File: src/rtl/ex_mem_ctrl_reg_pkg.sv
// ex_mem_ctrl_reg_pkg: shared pipeline constants and the stage-action decode
package ex_mem_ctrl_reg_pkg;

    localparam logic        RstEnable    = 1'b0;
    localparam logic        Stop         = 1'b1;
    localparam logic        WriteDisable = 1'b0;
    localparam logic [31:0] ZeroWord     = 32'h0;
    localparam logic [4:0]  NOPRegAddr   = 5'b00000;
    localparam logic [7:0]  EXE_NOP_OP   = 8'b00000000;

    typedef enum logic [1:0] {
        ACT_KILL,
        ACT_BUBBLE,
        ACT_ADVANCE,
        ACT_HOLD
    } act_e;

    // Reset and flush both force the NOP image; the illegal src=0/dst=1 stall pattern falls into advance
    function automatic act_e decode_act(input logic rst_n, input logic flush,
                                        input logic src_stall, input logic dst_stall);
        return (rst_n == RstEnable || flush)             ? ACT_KILL    :
               (src_stall == Stop && dst_stall != Stop)  ? ACT_BUBBLE  :
               (src_stall != Stop)                       ? ACT_ADVANCE : ACT_HOLD;
    endfunction

endpackage

File: src/rtl/ex_mem_ctrl_reg_if.sv
// ex_mem_ctrl_reg_if: EX/MEM stage payload bundle
interface ex_mem_ctrl_reg_if #(
    parameter int DATA_W     = 32,
    parameter int REG_ADDR_W = 5,
    parameter int ALUOP_W    = 8
);
    logic [REG_ADDR_W-1:0] wd;
    logic                  wreg;
    logic [DATA_W-1:0]     wdata;
    logic                  whilo;
    logic [DATA_W-1:0]     hi;
    logic [DATA_W-1:0]     lo;
    logic [ALUOP_W-1:0]    aluop;
    logic [DATA_W-1:0]     mem_addr;
    logic [DATA_W-1:0]     reg2;

    modport master (output wd, wreg, wdata, whilo, hi, lo, aluop, mem_addr, reg2);
    modport slave  (input  wd, wreg, wdata, whilo, hi, lo, aluop, mem_addr, reg2);
endinterface

File: src/rtl/ex_mem_ctrl_reg_sat_counter.sv
// sat_counter: saturating event counter with synchronous active-low reset
module sat_counter #(
    parameter int WIDTH = 16
) (
    input  logic             clk,
    input  logic             Rst_n,
    input  logic             inc,
    output logic [WIDTH-1:0] count
);
    logic [WIDTH-1:0] count_d, count_q;

    // Increment until all-ones, then stick
    always_comb count_d = !Rst_n ? '0 : (inc && count_q != '1) ? count_q + WIDTH'(1) : count_q;

    // Counter register
    always_ff @(posedge clk) count_q <= count_d;

    assign count = count_q;
endmodule

File: src/rtl/ex_mem_ctrl_reg.sv
// ex_mem_ctrl_reg: EX->MEM pipeline register with stall, flush, bubble and accumulate loop-back
module ex_mem_ctrl_reg
    import ex_mem_ctrl_reg_pkg::*;
#(
    parameter int DATA_W     = 32,
    parameter int REG_ADDR_W = 5,
    parameter int ALUOP_W    = 8,
    parameter int CNT_W      = 2,
    parameter int STALL_W    = 6,
    parameter int SRC_IDX    = 3,
    parameter int DST_IDX    = 4,
    parameter int BUB_W      = 16
) (
    input  logic                clk,
    input  logic                Rst_n,
    input  logic [STALL_W-1:0]  stall,
    input  logic                flush,
    ex_mem_ctrl_reg_if.slave    ex,
    ex_mem_ctrl_reg_if.master   mem,
    input  logic [2*DATA_W-1:0] hilo_temp_i,
    input  logic [CNT_W-1:0]    cnt_i,
    output logic [2*DATA_W-1:0] hilo_temp_o,
    output logic [CNT_W-1:0]    cnt_o,
    output logic [BUB_W-1:0]    bubble_cnt
);
    act_e                  act;
    logic [REG_ADDR_W-1:0] wd_d, wd_q;
    logic                  wreg_d, wreg_q, whilo_d, whilo_q;
    logic [DATA_W-1:0]     wdata_d, wdata_q, hi_d, hi_q, lo_d, lo_q;
    logic [DATA_W-1:0]     mem_addr_d, mem_addr_q, reg2_d, reg2_q;
    logic [ALUOP_W-1:0]    aluop_d, aluop_q;
    logic [2*DATA_W-1:0]   hilo_temp_d, hilo_temp_q;
    logic [CNT_W-1:0]      cnt_d, cnt_q;

    assign act = decode_act(Rst_n, flush, stall[SRC_IDX], stall[DST_IDX]);

    // Next-state select: kill/bubble load the NOP image, advance loads EX, hold keeps everything
    always_comb begin
        wd_d        = wd_q;
        wreg_d      = wreg_q;
        wdata_d     = wdata_q;
        whilo_d     = whilo_q;
        hi_d        = hi_q;
        lo_d        = lo_q;
        aluop_d     = aluop_q;
        mem_addr_d  = mem_addr_q;
        reg2_d      = reg2_q;
        hilo_temp_d = hilo_temp_q;
        cnt_d       = cnt_q;
        if (act == ACT_KILL || act == ACT_BUBBLE) begin
            wd_d        = REG_ADDR_W'(NOPRegAddr);
            wreg_d      = WriteDisable;
            wdata_d     = DATA_W'(ZeroWord);
            whilo_d     = WriteDisable;
            hi_d        = DATA_W'(ZeroWord);
            lo_d        = DATA_W'(ZeroWord);
            aluop_d     = ALUOP_W'(EXE_NOP_OP);
            mem_addr_d  = DATA_W'(ZeroWord);
            reg2_d      = DATA_W'(ZeroWord);
            hilo_temp_d = (act == ACT_BUBBLE) ? hilo_temp_i : '0;
            cnt_d       = (act == ACT_BUBBLE) ? cnt_i : '0;
        end else if (act == ACT_ADVANCE) begin
            wd_d        = ex.wd;
            wreg_d      = ex.wreg;
            wdata_d     = ex.wdata;
            whilo_d     = ex.whilo;
            hi_d        = ex.hi;
            lo_d        = ex.lo;
            aluop_d     = ex.aluop;
            mem_addr_d  = ex.mem_addr;
            reg2_d      = ex.reg2;
            hilo_temp_d = '0;
            cnt_d       = '0;
        end
    end

    // Stage registers
    always_ff @(posedge clk) begin
        wd_q        <= wd_d;
        wreg_q      <= wreg_d;
        wdata_q     <= wdata_d;
        whilo_q     <= whilo_d;
        hi_q        <= hi_d;
        lo_q        <= lo_d;
        aluop_q     <= aluop_d;
        mem_addr_q  <= mem_addr_d;
        reg2_q      <= reg2_d;
        hilo_temp_q <= hilo_temp_d;
        cnt_q       <= cnt_d;
    end

    sat_counter #(.WIDTH(BUB_W)) u_bubble_cnt (
        .clk   (clk),
        .Rst_n (Rst_n),
        .inc   (act == ACT_BUBBLE),
        .count (bubble_cnt)
    );

    assign mem.wd       = wd_q;
    assign mem.wreg     = wreg_q;
    assign mem.wdata    = wdata_q;
    assign mem.whilo    = whilo_q;
    assign mem.hi       = hi_q;
    assign mem.lo       = lo_q;
    assign mem.aluop    = aluop_q;
    assign mem.mem_addr = mem_addr_q;
    assign mem.reg2     = reg2_q;
    assign hilo_temp_o  = hilo_temp_q;
    assign cnt_o        = cnt_q;
endmodule

File: src/flat_wrapper.sv
// flat-port wrapper written by rule: the top's interface ports become plain ports
module ex_mem_ctrl_reg_flat import ex_mem_ctrl_reg_pkg::*;
#(
    parameter int DATA_W     = 32,
    parameter int REG_ADDR_W = 5,
    parameter int ALUOP_W    = 8,
    parameter int CNT_W      = 2,
    parameter int STALL_W    = 6,
    parameter int SRC_IDX    = 3,
    parameter int DST_IDX    = 4,
    parameter int BUB_W      = 16
)
  (clk, Rst_n, stall, flush, hilo_temp_i, cnt_i, hilo_temp_o, cnt_o, bubble_cnt, ex_wd, ex_wreg, ex_wdata, ex_whilo, ex_hi, ex_lo, ex_aluop, ex_mem_addr, ex_reg2, mem_wd, mem_wreg, mem_wdata, mem_whilo, mem_hi, mem_lo, mem_aluop, mem_mem_addr, mem_reg2);
  ex_mem_ctrl_reg_if #(.DATA_W(DATA_W), .REG_ADDR_W(REG_ADDR_W), .ALUOP_W(ALUOP_W)) ex_i ();
  ex_mem_ctrl_reg_if #(.DATA_W(DATA_W), .REG_ADDR_W(REG_ADDR_W), .ALUOP_W(ALUOP_W)) mem_i ();
  input  logic clk;
  input  logic Rst_n;
  input  logic [STALL_W-1:0] stall;
  input  logic flush;
  input  logic [2*DATA_W-1:0] hilo_temp_i;
  input  logic [CNT_W-1:0] cnt_i;
  output logic [2*DATA_W-1:0] hilo_temp_o;
  output logic [CNT_W-1:0] cnt_o;
  output logic [BUB_W-1:0] bubble_cnt;
  input wire logic [$bits(ex_i.wd)-1:0] ex_wd;
  input wire logic [$bits(ex_i.wreg)-1:0] ex_wreg;
  input wire logic [$bits(ex_i.wdata)-1:0] ex_wdata;
  input wire logic [$bits(ex_i.whilo)-1:0] ex_whilo;
  input wire logic [$bits(ex_i.hi)-1:0] ex_hi;
  input wire logic [$bits(ex_i.lo)-1:0] ex_lo;
  input wire logic [$bits(ex_i.aluop)-1:0] ex_aluop;
  input wire logic [$bits(ex_i.mem_addr)-1:0] ex_mem_addr;
  input wire logic [$bits(ex_i.reg2)-1:0] ex_reg2;
  output wire logic [$bits(mem_i.wd)-1:0] mem_wd;
  output wire logic [$bits(mem_i.wreg)-1:0] mem_wreg;
  output wire logic [$bits(mem_i.wdata)-1:0] mem_wdata;
  output wire logic [$bits(mem_i.whilo)-1:0] mem_whilo;
  output wire logic [$bits(mem_i.hi)-1:0] mem_hi;
  output wire logic [$bits(mem_i.lo)-1:0] mem_lo;
  output wire logic [$bits(mem_i.aluop)-1:0] mem_aluop;
  output wire logic [$bits(mem_i.mem_addr)-1:0] mem_mem_addr;
  output wire logic [$bits(mem_i.reg2)-1:0] mem_reg2;
  assign ex_i.wd = ex_wd;
  assign ex_i.wreg = ex_wreg;
  assign ex_i.wdata = ex_wdata;
  assign ex_i.whilo = ex_whilo;
  assign ex_i.hi = ex_hi;
  assign ex_i.lo = ex_lo;
  assign ex_i.aluop = ex_aluop;
  assign ex_i.mem_addr = ex_mem_addr;
  assign ex_i.reg2 = ex_reg2;
  assign mem_wd = mem_i.wd;
  assign mem_wreg = mem_i.wreg;
  assign mem_wdata = mem_i.wdata;
  assign mem_whilo = mem_i.whilo;
  assign mem_hi = mem_i.hi;
  assign mem_lo = mem_i.lo;
  assign mem_aluop = mem_i.aluop;
  assign mem_mem_addr = mem_i.mem_addr;
  assign mem_reg2 = mem_i.reg2;
  ex_mem_ctrl_reg #(.DATA_W(DATA_W), .REG_ADDR_W(REG_ADDR_W), .ALUOP_W(ALUOP_W), .CNT_W(CNT_W), .STALL_W(STALL_W), .SRC_IDX(SRC_IDX), .DST_IDX(DST_IDX), .BUB_W(BUB_W)) u_core (.clk(clk), .Rst_n(Rst_n), .stall(stall), .flush(flush), .ex(ex_i), .mem(mem_i), .hilo_temp_i(hilo_temp_i), .cnt_i(cnt_i), .hilo_temp_o(hilo_temp_o), .cnt_o(cnt_o), .bubble_cnt(bubble_cnt));
endmodule
File: config.mk
export PLATFORM = sky130hd
export DESIGN_NAME = ex_mem_ctrl_reg_flat
export DESIGN_NICKNAME = d
export VERILOG_FILES = /design/src/rtl/ex_mem_ctrl_reg_pkg.sv /design/src/rtl/ex_mem_ctrl_reg_if.sv /design/src/rtl/ex_mem_ctrl_reg_sat_counter.sv /design/src/rtl/ex_mem_ctrl_reg.sv /design/src/flat_wrapper.sv
export SDC_FILE = /design/constraint.sdc
export NUM_CORES = 1
export LEC_CHECK = 0
export ABC_CLOCK_PERIOD_IN_PS = 4750
export BUFFER_PORTS_ARGS = -buffer_cell sky130_fd_sc_hd__buf_2
export CAP_MARGIN = 25
export CORE_AREA = 5 5 192 194
export DETAILED_ROUTE_END_ITERATION = 8
export DIE_AREA = 0 0 197 199
export PLACE_DENSITY_LB_ADDON = 0.12
export SLEW_MARGIN = 20
export SYNTH_ARGS = -nofsm -noshare
export SYNTH_HDL_FRONTEND = slang
export SYNTH_SLANG_ARGS = --single-unit
File: constraint.sdc
create_clock -name clk -period 4.75 [get_ports clk]
set_input_delay 0.2375 -clock clk [delete_from_list [all_inputs] [get_ports clk]]
set_output_delay 0.2375 -clock clk [all_outputs]
set_load 0.05 [all_outputs]
After elaboration in Yosys (flattened, before gate mapping) --
Index checks and enable logic that the tools add are counted. Widths: inputs -> output; s select.
Word-level totals: bits in registers 257, output and inout bits 257, input port bits 250, word-level logic and storage cells 33
Operators by class: reductions and logical operators 6, equality and inequality tests 3, muxes and demuxes 9, add/sub/neg operators 1, bitwise operators 2
Operators with widths (count):
- $mux 64 | 3
- $add 16x1->16 const B | 1
- $ne 16x16->1 const B | 1
- $mux 2 | 5
- $eq 2x1->1 const B | 1
- $eq 2x2->1 const B | 1
- $logic_and 1x1->1 | 2
- $logic_not 2->1 | 1
- $logic_or 1x1->1 | 2
- $not 1->1 | 2
- $reduce_bool 2->1 | 1
- $mux 1 | 1

Logic depth before layout (Yosys ltp) --
Gate-level depths: netlist (run 1).
depth in word-level cells 7, mapped depth 7, depth with buffers taken out 5

Hierarchy --
Synthesis (run 1) repeated with hierarchy kept, for this count alone.
Second synthesis, totals: cells, all modules 1017, area, all modules 10090.9 sq um
Modules (own cells, without submodules):
- ex_mem_ctrl_reg | times used 1, cells each 920, area an instance 9253.9 sq um, sequential area each 5485.3 sq um
- sat_counter | times used 1, cells each 97, area an instance 837.1 sq um, sequential area each 320.3 sq um

Worst setup path before layout (run 1) --
OpenSTA, ideal clock, no wires.
path kind input -> register, start in Rst_n, end reg u_core.cnt_q[0] (netlist: u_core.cnt_o[0]) (enable), slack 1.989 ns, stages on the path 7, path buffers 3, data required time 4.330 ns, arrival 2.341 ns, cell sequence inv_1 nor2_1 and3_1 buf_2 buf_4 buf_4 inv_1
On the way: word-level cells in the longest chain between the ends 6, elaborated cells on any way between the ends 8, those cells by class eq/ne: 2; mux: 1; bitwise: 1; reduce/logical: 4
RTL lines:
- from (decl) | RTL line flat_wrapper.sv:17 | input logic Rst_n;
- $not 1->1 * | RTL line ex_mem_ctrl_reg_pkg.sv:21 | return (rst_n == RstEnable || flush) ? ACT_KILL :
- $logic_or 1x1->1 * | RTL line ex_mem_ctrl_reg_pkg.sv:21
- $mux 2 * | RTL line ex_mem_ctrl_reg_pkg.sv:21
- $eq 2x1->1 or $logic_not 2->1 (tied branches) | RTL line ex_mem_ctrl_reg.sv:50 | if (act == ACT_KILL || act == ACT_BUBBLE) begin
- $logic_or 1x1->1 | RTL line ex_mem_ctrl_reg.sv:50
- $reduce_bool 2->1 (no line) *
- to (signal assigned) | RTL line ex_mem_ctrl_reg.sv:89 | cnt_q <= cnt_d;
- to (decl) | RTL line ex_mem_ctrl_reg.sv:33 | logic [CNT_W-1:0] cnt_d, cnt_q;
Every way passes the cells marked *; elsewhere a longest branch is shown, timed or not. A chain may end at the register's enable or synchronous reset.

Worst setup path after layout (run 1) --
start reg u_core.u_bubble_cnt.count_q[0] (netlist: u_core.u_bubble_cnt.count[0]), end reg u_core.u_bubble_cnt.count_q[14] (netlist: u_core.u_bubble_cnt.count[14])
On the way: word-level cells in the longest chain between the ends 2, elaborated cells on any way between the ends 3, those cells by class add/sub: 1; eq/ne: 1; reduce/logical: 1
RTL lines:
- from (decl) | RTL line ex_mem_ctrl_reg_sat_counter.sv:10 | logic [WIDTH-1:0] count_d, count_q;
- from (signal assigned) | RTL line ex_mem_ctrl_reg_sat_counter.sv:16 | always_ff @(posedge clk) count_q <= count_d;
- parallel branches: the longest is 2 deep, another holds $add 16x1->16
Parallel ways; which one is timed is not known.

==> results of run 1 <==
## through the flow
| step | total power [mW] | hold WS [ns] | setup slack (ns) | std cells | util (%) |
|---|---|---|---|---|---|
| 6_report | 5.304 | 0.1056 | 2.844 | 1858 | 42.65 |
| 5_1_grt | 5.523 | 0.1056 | 2.636 | 1858 | 42.65 |
| 4_1_cts | 5.401 | 0.06812 | 2.813 | 1856 | 42.64 |
| 3_5_place_dp | 2.906 | 0.4486 | 2.257 | 1555 | 32.80 |
| 3_3_place_gp | 2.906 | 0.4463 | 2.147 | 1554 | 32.74 |
| 2_1_floorplan | 2.708 | 0.3630 | 1.989 | 635 | - |
## where the power goes
part	internal [mW]	switching (mW)	total, mW
clock network	1.38	0.901	2.28
logic	0.287	0.401	0.687
registers	2.31	0.0279	2.34
## cell usage after synthesis (2+ instances only)
| master | n | area [µm²] |
|---|---|---|
| a21oi_1 | 10 | 50.05 |
| a22o_1 | 171 | 1498 |
| and2_1 | 66 | 412.9 |
| and3_1 | 2 | 12.51 |
| and4_1 | 2 | 17.52 |
| buf_2 | 20 | 100.1 |
| buf_4 | 10 | 75.07 |
| clkbuf_1 | 16 | 60.06 |
| dfxtp_1 | 191 | 3824 |
| edfxtp_1 | 66 | 1982 |
| inv_1 | 2 | 7.510 |
| mux2i_1 | 8 | 80.08 |
| nand2_1 | 18 | 67.56 |
| nand2b_1 | 7 | 43.79 |
| nand3_1 | 11 | 55.05 |
| nand4_1 | 4 | 25.02 |
| nor2_1 | 2 | 7.510 |
| nor3_1 | 2 | 10.01 |
| nor4_1 | 3 | 18.77 |
| o21ai_0 | 2 | 10.01 |
| o31ai_1 | 4 | 30.03 |
| or3_1 | 2 | 12.51 |
| or4_1 | 2 | 15.01 |
## logic make-up (layout without fill, tap and decap cells)
logic type               Yosys count  after routing  share of synthesized area [%]
flip-flops                       257            257                          67.73
other                              0              2                              0
XOR/XNOR                           1              1                         0.1022
buffers and inverters             50            810                          3.007
AND/OR/NAND/NOR                  128            128                          9.108
AO/OA/AOI/OAI                    190            190                          18.98
adder cells (fa/ha/maj)            1              1                         0.1459
multiplexers                       8              8                         0.9342
## sequential cells by signal, summed over array words and instances, names as in the netlist
signal,flops
u_core.cnt_o,2
u_core.hilo_temp_o,64
u_core.mem.aluop,8
u_core.mem.hi,32
u_core.mem.lo,32
u_core.mem.mem_addr,32
u_core.mem.reg2,32
u_core.mem.wd,5
u_core.mem.wdata,32
u_core.mem.whilo,1
u_core.mem.wreg,1
u_core.u_bubble_cnt.count,16
## layer usage
| metal | global-route usage (%) | up-vias | wire length [µm] |
|---|---|---|---|
| li1 | - | 3870 | - |
| met1 | 17.60 | 3589 | 12600 |
| met2 | 26.85 | 333 | 15760 |
| met3 | 4.624 | 49 | 2678 |
| met4 | 4.520 | 2 | 767 |
| met5 | 0 | - | 7 |
## worst max-delay path by stage
stage                                               end                         start  slack (ns)
after floorplan                         u_core.cnt_o[0]                         Rst_n        1.99
after global placement              u_core.mem.aluop[3]                         Rst_n        2.15
after detailed placement                u_core.cnt_o[1]                         Rst_n        2.26
after CTS                 u_core.u_bubble_cnt.count[14]  u_core.u_bubble_cnt.count[0]        2.81
after global routing      u_core.u_bubble_cnt.count[14]  u_core.u_bubble_cnt.count[0]        2.64
final                     u_core.u_bubble_cnt.count[14]  u_core.u_bubble_cnt.count[0]        2.84
## worst max-delay path: cells and delay by family, from the launching register on
kind                       cells  cell delay, ns
adders and majority gates      1            0.22
muxes                          1            0.21
and+or+nand+nor                3            0.99
DFF                            1            0.41
## layout make-up
cell class / instances / area (µm²) / area share (%)
flip-flops and latches: 257 / 5806 / 38.84
repair buffers: 752 / 5040 / 33.71
multi-input cells: 328 / 2519 / 16.85
clock buffers: 46 / 922.1 / 6.168
well taps: 461 / 576.8 / 3.858
clock inverters: 10 / 73.82 / 0.4938
inverters: 2 / 7.507 / 0.05022
diodes: 2 / 5.005 / 0.03348
==> summary.txt, run 1 <==
Outcome
  • Status: finished, final reports clean

Routing
  • Avg WL per Cell: roughly 17 µm
  • DR DRC count: 0
  • Vias: around 7.8k
  • WL final: around 32 mm
  • Initial DRC count: between 150 and 200
  • Antenna Nets Post-Route: 0
  • Drt pass-1 iters: 6
  • Vias per cell: 4.221

Finish
  • Commonest cells after routing, fill and taps aside: buf_2 (502), dlygate4sd3_1 (245), dfxtp_1 (191)
  • Nets: around 1.6k
  • Layout Area Growth over Synthesis: 74.40%
  • Commonest non-fill, non-tap cell in the layout: buf_2
  • Share of layout cells above drive strength 1: about two fifths
  • # fillers: approximately 3.4k
  • Final Cell Area: ~0.015 mm²

Global route
  • Total global-route track usage: between 15 and 20%
  • Global route total overflow: 0
  • First-pass GRT wire length: 47.47 mm
  • Vias in the first global route: around 8.4k
  • Largest net degree at the start of global routing: between 150 and 200
  • Antenna violations before repair: 3

STA
  • Worst rel slew slack: 28.63%
  • Tightest Pin Transition: approximately 1.1 ns
  • Setup TNS after final layout: 0 ns
  • Fin. max-slew vios: 0
  • Max frequency: about 520 MHz
  • # setup viols final: 0
  • Final hold vios: 0
  • Post-layout min period: 1.906 ns
  • Fin Clk Skew: around 0.0041 ns
  • Period utilisation layout: 40.12%
  • RSZ-0062 raised after global routing: no

Floorplanning
  • Initial Utilization: between 20% and 30%
  • Ports: ~510
  • Die H: around 200 µm
  • # rows: 69
  • Die Area: around 0.04 mm²
  • Chip width: 197 µm
  • CORE AREA: roughly 0.035 mm²

Logic synthesis
  • Yosys reg bits: 257
  • Avg Cell Area, Syn: 13.50 µm²
  • Syn Inst Count: approximately 640
  • Post-synth ARST share: 0%
  • Yosys warns: 0
  • Main synth FF type: dfxtp_1
  • Synthesized Nets: approximately 890
  • Number of synthesized flops with an enable pin: 66
  • Register area share after synthesis: about 68%
  • Yosys cell types: 37
  • Mapped Area: 0.008572 mm²

Setup path
  • Req. time, crit path: 5.23 ns
  • Delay of the slowest critical-path stage: about 0.42 ns
  • Crit path cell chain: ha_1 -> and4_1 -> nand3_1 -> nor4_1 -> mux2i_1
  • Crit path capture type: flop
  • Flop2flop setup slack: about 2.8 ns
  • R2R Path End: u_core.u_bubble_cnt.count[14]
  • Critical-path top delay cell: nor4_1
  • FF-to-FF path depth: 5
  • CP startpoint kind: flop
  • Crit path kind: flop to flop
  • Reg2reg start: u_core.u_bubble_cnt.count[0]
  • WP data arrival: between 2 and 2.5 ns
  • Max Fanout on Critical Path: 7

CTS
  • Worst skew pair latency: about 0.55 ns
  • CTS tree: done
  • Postcts setup bufs: 0
  • CTS Buffer Depth: 3
  • Post-CTS Resized: 0
  • CTS buffer count: 30
  • Worst-path clk slew: around 0.06 ns
  • CTS Hold Bufs: roughly 250
  • Htree depth: 1
  • # clock sinks: roughly 260
  • Root buf cell: clkbuf_16

Pwr
  • Peak supply drop: roughly 0.00026 V
  • Lkg Pwr: around 7.2 nW
  • P per Cell Area: 354.8 mW/mm²

Min path
  • Hold path startpoint: Rst_n
  • Worst Hold Class: input port to flop
  • Worst Hold End: u_core.u_bubble_cnt.count[11]
  • Worst Hold Depth: 3

Flow run
  • Max Cap Viol: 0

Place
  • Port bufs: ~500
  • DP Wirelength: approximately 22 mm
  • Area after DPL: 0.01150 mm²
  • GP Congestion: ~0.72
Power figures use the tool's default switching activity.
==> inputs of run 2 (changes only) <==
--- a/config.mk
+++ b/config.mk
@@ -5,7 +5,7 @@
 export SDC_FILE = /design/constraint.sdc
 export NUM_CORES = 1
 export LEC_CHECK = 0
-export ABC_CLOCK_PERIOD_IN_PS = 4750
+export ABC_CLOCK_PERIOD_IN_PS = 1840
 export BUFFER_PORTS_ARGS = -buffer_cell sky130_fd_sc_hd__buf_2
 export CAP_MARGIN = 25
 export CORE_AREA = 5 5 192 194
==> constraint.sdc (replaced) <==
create_clock -name clk -period 1.84 [get_ports clk]
set_input_delay 0.092 -clock clk [delete_from_list [all_inputs] [get_ports clk]]
set_output_delay 0.092 -clock clk [all_outputs]
set_load 0.05 [all_outputs]
==> summary.txt, run 2 (same netlist as run 1, synthesis figures left out) <==
Finish
  • Commonest non-fill, non-tap cell in the layout: buf_2
  • Final Core Density: a little over two fifths
  • Share of layout cells above drive strength 1: about two fifths
  • Max reg flops: 64
  • Layout Area Growth over Synthesis: 78.16%
  • Footprint of the multi-input gates: about 0.0025 mm²
  • Commonest cells after routing, fill and taps aside: buf_2 (502), dlygate4sd3_1 (250), dfxtp_1 (186)
  • Inserted Diodes: 0
  • Reg area: 0.005812 mm²
  • # fillers: 3392
  • Final Cell Area: 0.01527 mm²
  • Nets: about 1.6k

Place
  • GP Congestion: 0.7821
  • Area after DPL: 0.01168 mm²
  • Port bufs: around 500
  • Place WS: around 0.093 ns
  • DP Wirelength: 22.54 mm

Setup path
  • Crit path capture type: flop
  • Crit path kind: flop to flop
  • Max Fanout on Critical Path: 5
  • Flop2flop setup slack: approximately 0.091 ns
  • Req. time, crit path: 2.31 ns
  • WP data arrival: about 2.2 ns
  • FF-to-FF path depth: 5
  • CP startpoint kind: flop
  • Delay of the slowest critical-path stage: between 0.4 and 0.5 ns
  • Crit path cell chain: ha_1 -> and4_1 -> a41o_4 -> or4_1 -> a21oi_1
  • Critical-path top delay cell: or4_1

CTS
  • Root buf cell: clkbuf_16
  • CTS Buffer Depth: 3
  • Htree depth: 1
  • CTS tree: done
  • # clock sinks: 257
  • Worst skew pair latency: 0.54 ns
  • CTS buffer count: 30
  • Worst-path clk slew: 0.06 ns

Floorplanning
  • # rows: 69
  • CORE AREA: ~0.035 mm²
  • Die Area: just under 0.04 mm²
  • Die H: 199 µm
  • Ports: between 500 and 600
  • Chip width: just under 200 µm
  • Initial Utilization: between 20% and 30%

STA
  • Final hold vios: 0
  • Worst rel slew slack: approximately 65%
  • Worst setup margin: about 0.09 ns
  • Post-layout min period: about 1.7 ns
  • # setup viols final: 0
  • RSZ-0062 raised after global routing: no
  • Max frequency: between 500 and 600 MHz
  • Fin. max-slew vios: 0
  • Period utilisation layout: approximately 95%
  • Fin Clk Skew: roughly 0.0088 ns
  • Tightest Pin Transition: about 0.53 ns

Routing
  • Avg WL per Cell: 17.07 µm
  • DR DRC count: 0
  • Vias per cell: around 4.3
  • Drt pass-1 iters: 4
  • WL final: ~32 mm
  • Antenna Nets Post-Route: 0
  • Initial DRC count: approximately 250
  • Vias: approximately 8.0k

Outcome
  • Status: finished, final reports clean

Global route
  • Antenna violations before repair: 0
  • First-pass GRT wire length: about 48 mm
  • Largest net degree at the start of global routing: slightly below 90
  • Total global-route track usage: between 10% and 20%
  • Vias in the first global route: about 8.5k
  • Global route total overflow: 0

Pwr
  • Peak supply drop: approximately 0.00067 V
  • Total power: 14.17 mW
  • P per Cell Area: just over 900 mW/mm²
  • Lkg Pwr: 7.374 nW

Flow run
  • Max Cap Viol: 0

Min path
  • Worst Hold Class: input port to flop
  • Worst Hold Depth: 5
[run 2: repair_timing]
action,CTS,global route
setup endpoints to repair,0,2
gates resized for setup,0,2
endpoints found under the hold margin,244,0
hold buffers,250,0
buffers inserted,0,0
[run 2: stage by stage]
stage | setup TNS [ns] | hold WS [ns] | instances
6_report | 0 | 0.1207 | 1879
5_1_grt | 0 | 0.1277 | 1879
4_1_cts | 0 | 0.08869 | 1879
3_5_place_dp | 0 | 0.3036 | 1573
3_3_place_gp | 0 | 0.3008 | 1573
2_1_floorplan | -17.22 | 0.2175 | 635
[run 2: where the power goes]
group	internal, mW	switching [mW]
clock	3.97	2.36
combinational	0.762	1.04
sequential	5.96	0.0741
[run 2: critical path, delay by kind of cell, from the launching register on]
family	cells	cell delay (ns)
simple gates	2	0.72
flops	1	0.32
fa+ha+maj	1	0.21
compound gates	2	0.43
[run 2: routing by layer]
layer	vias up	GRT usage, %	wire, µm
met5	-	0	0
met4	0	4.956	911
met3	57	3.743	2375
met2	327	27.27	16610
met1	3720	17.37	12170
li1	3907	-	-
[run 2: final cells by class]
cell class / instances / area share [%]
inverters: 2 / 0.07373
well taps: 461 / 3.777
clock inverters: 12 / 1.106
clock buffers: 44 / 5.956
multi-input cells: 328 / 16.57
repair buffers: 775 / 34.46
flip-flops and latches: 257 / 38.06
[run 2: path summary, 6_finish.rpt]
| kind | start | end |
|---|---|---|
| max reg2reg | u_core.u_bubble_cnt.count[0] | u_core.u_bubble_cnt.count[9] |
| max | u_core.u_bubble_cnt.count[0] | u_core.u_bubble_cnt.count[9] |
| min | flush | u_core.u_bubble_cnt.count[13] |
| min reg2reg | u_core.u_bubble_cnt.count[4] | u_core.u_bubble_cnt.count[4] |
==> inputs of run 3 (changes only) <==
--- a/config.mk
+++ b/config.mk
@@ -8,10 +8,11 @@
 export ABC_CLOCK_PERIOD_IN_PS = 1840
 export BUFFER_PORTS_ARGS = -buffer_cell sky130_fd_sc_hd__buf_2
 export CAP_MARGIN = 25
-export CORE_AREA = 5 5 192 194
+export CORE_AREA = 5 5 196 198
 export DETAILED_ROUTE_END_ITERATION = 8
-export DIE_AREA = 0 0 197 199
+export DIE_AREA = 0 0 201 203
 export PLACE_DENSITY_LB_ADDON = 0.12
+export SKIP_CTS_REPAIR_TIMING = 1
 export SLEW_MARGIN = 20
 export SYNTH_ARGS = -nofsm -noshare
 export SYNTH_HDL_FRONTEND = slang
==> summary.txt, run 3 (same netlist as run 1, synthesis figures left out) <==
Outcome
  • Status: finished, final reports clean

Global route
  • Global route total overflow: 0
  • First-pass GRT wire length: approximately 44 mm
  • Total global-route track usage: a little over an eighth
  • Antenna violations before repair: 0
  • Vias in the first global route: 7028
  • Largest net degree at the start of global routing: just over 70

STA
  • Max frequency: roughly 560 MHz
  • RSZ-0062 raised after global routing: yes
  • Hold WS: 0.1292 ns
  • Worst setup margin: 0.06673 ns
  • Fin. max-slew vios: 0
  • Worst rel slew slack: about 64%
  • Period utilisation layout: between 90% and 100%
  • # setup viols final: 0
  • Fin Clk Skew: about 0.0053 ns
  • Tightest Pin Transition: 0.5368 ns
  • Post-layout min period: between 1.5 and 2 ns
  • Final hold vios: 0

Setup path
  • Delay of the slowest critical-path stage: roughly 0.46 ns
  • WP data arrival: around 2.3 ns
  • Max Fanout on Critical Path: 5
  • CP startpoint kind: flop
  • Critical-path top delay cell: or4_1
  • Crit path kind: flop to flop
  • Crit path cell chain: ha_1 -> and4_1 -> a41o_4 -> or4_1 -> a21oi_1
  • Crit path capture type: flop
  • Flop2flop setup slack: 0.07 ns
  • Req. time, crit path: 2.32 ns

Routing
  • Vias: between 7k and 8k
  • Antenna Nets Post-Route: 0
  • DR DRC count: 0
  • Avg WL per Cell: 17.18 µm
  • WL final: 32.22 mm
  • Initial DRC count: about 330
  • Drt pass-1 iters: 4
  • Vias per cell: 4.229

Place
  • Area after DPL: 0.01168 mm²
  • Place WS: between 0.09 and 0.1 ns
  • Port bufs: between 500 and 600
  • DP Wirelength: 22.78 mm
  • GP Congestion: 0.7519

CTS
  • CTS Buffer Depth: 3
  • Worst-path clk slew: 0.06 ns
  • # clock sinks: approximately 260
  • Root buf cell: clkbuf_16
  • Htree depth: 1
  • Worst skew pair latency: between 0.5 and 0.6 ns
  • CTS buffer count: 30
  • CTS tree: done

Finish
  • Nets: between 1.5k and 2k
  • Commonest cells after routing, fill and taps aside: buf_2 (502), dlygate4sd3_1 (246), dfxtp_1 (186)
  • Commonest non-fill, non-tap cell in the layout: buf_2
  • Final Cell Area: 0.01515 mm²
  • Max reg flops: 64
  • Inserted Diodes: 0
  • Share of layout cells above drive strength 1: roughly 42%
  • Layout Area Growth over Synthesis: 76.78%

Floorplanning
  • Ports: roughly 510
  • CORE AREA: 0.03635 mm²
  • Chip width: around 200 µm
  • Die H: between 200 and 250 µm
  • Die Area: 0.04080 mm²
  • # rows: 70
  • Initial Utilization: 23.58%

Pwr
  • Peak supply drop: ~0.00055 V
  • P per Cell Area: 904.4 mW/mm²
  • Lkg Pwr: ~7.3 nW

Min path
  • Worst Hold Class: input port to flop

Flow run
  • Max Cap Viol: 0
run 3: cell types whose count changed in the layout (fill, tap and decap cells not counted), moves of 2 or more:
cell and change:
clkbuf_16 +2, clkbuf_8 -4, inv_4 +2, bufinv_16 -3, buf_4 -6, clkinvlp_4 -2, dlygate4sd3_1 -4, buf_12 +2
run 3: per-layer routing:
layer	track usage, %	up-vias	wire length (µm)
met5	0	-	0
met4	3.884	0	629
met3	4.312	44	2236
met2	24.18	308	16470
met1	15.89	3684	12880
li1	-	3893	-
run 3: path summary, 6_finish.rpt:
kind,start,endpoint,cells past startpoint
setup / recovery,u_core.u_bubble_cnt.count[0],u_core.u_bubble_cnt.count[9],5
hold / removal,flush,u_core.u_bubble_cnt.count[15],5
setup reg to reg,u_core.u_bubble_cnt.count[0],u_core.u_bubble_cnt.count[9],5
hold reg to reg,u_core.u_bubble_cnt.count[4],u_core.u_bubble_cnt.count[4],1
run 3: through the flow:
step / setup TNS [ns] / cells / util [%] / total power [mW]
2_1_floorplan: -17.22 / 635 / - / 6.991
3_3_place_gp: 0 / 1576 / 32.14 / 7.532
3_5_place_dp: 0 / 1576 / 32.14 / 7.530
4_1_cts: 0 / 1629 / 34.87 / 13.50
5_1_grt: -0.003579 / 1875 / 41.69 / 14.28
6_report: 0 / 1875 / 41.69 / 13.70
run 3: cell type report:
cell class                 instances  area [µm²]
inverter                           2       11.26
sequential                       257        5812
tap                              468       585.6
timing repair buffer             767        5218
fill                            3511       21190
clock buffer                      42       900.9
multi-input combinational        328        2536
clock inverter                    11       90.09
run 3: worst max-delay path: cells and delay by family (launching register included):
kind / cells / cell delay, ns
AND/OR/NAND/NOR: 2 / 0.74
adder cells (fa/ha/maj): 1 / 0.22
flip-flops: 1 / 0.32
AO/OA/AOI/OAI: 2 / 0.43
run 3: power breakdown:
group	switching [mW]	internal [mW]	total (mW)	leakage (nW)
registers	0.0709	5.96	6.03	2.34
clock network	2.32	3.55	5.87	0.495
logic	1.05	0.759	1.81	4.48
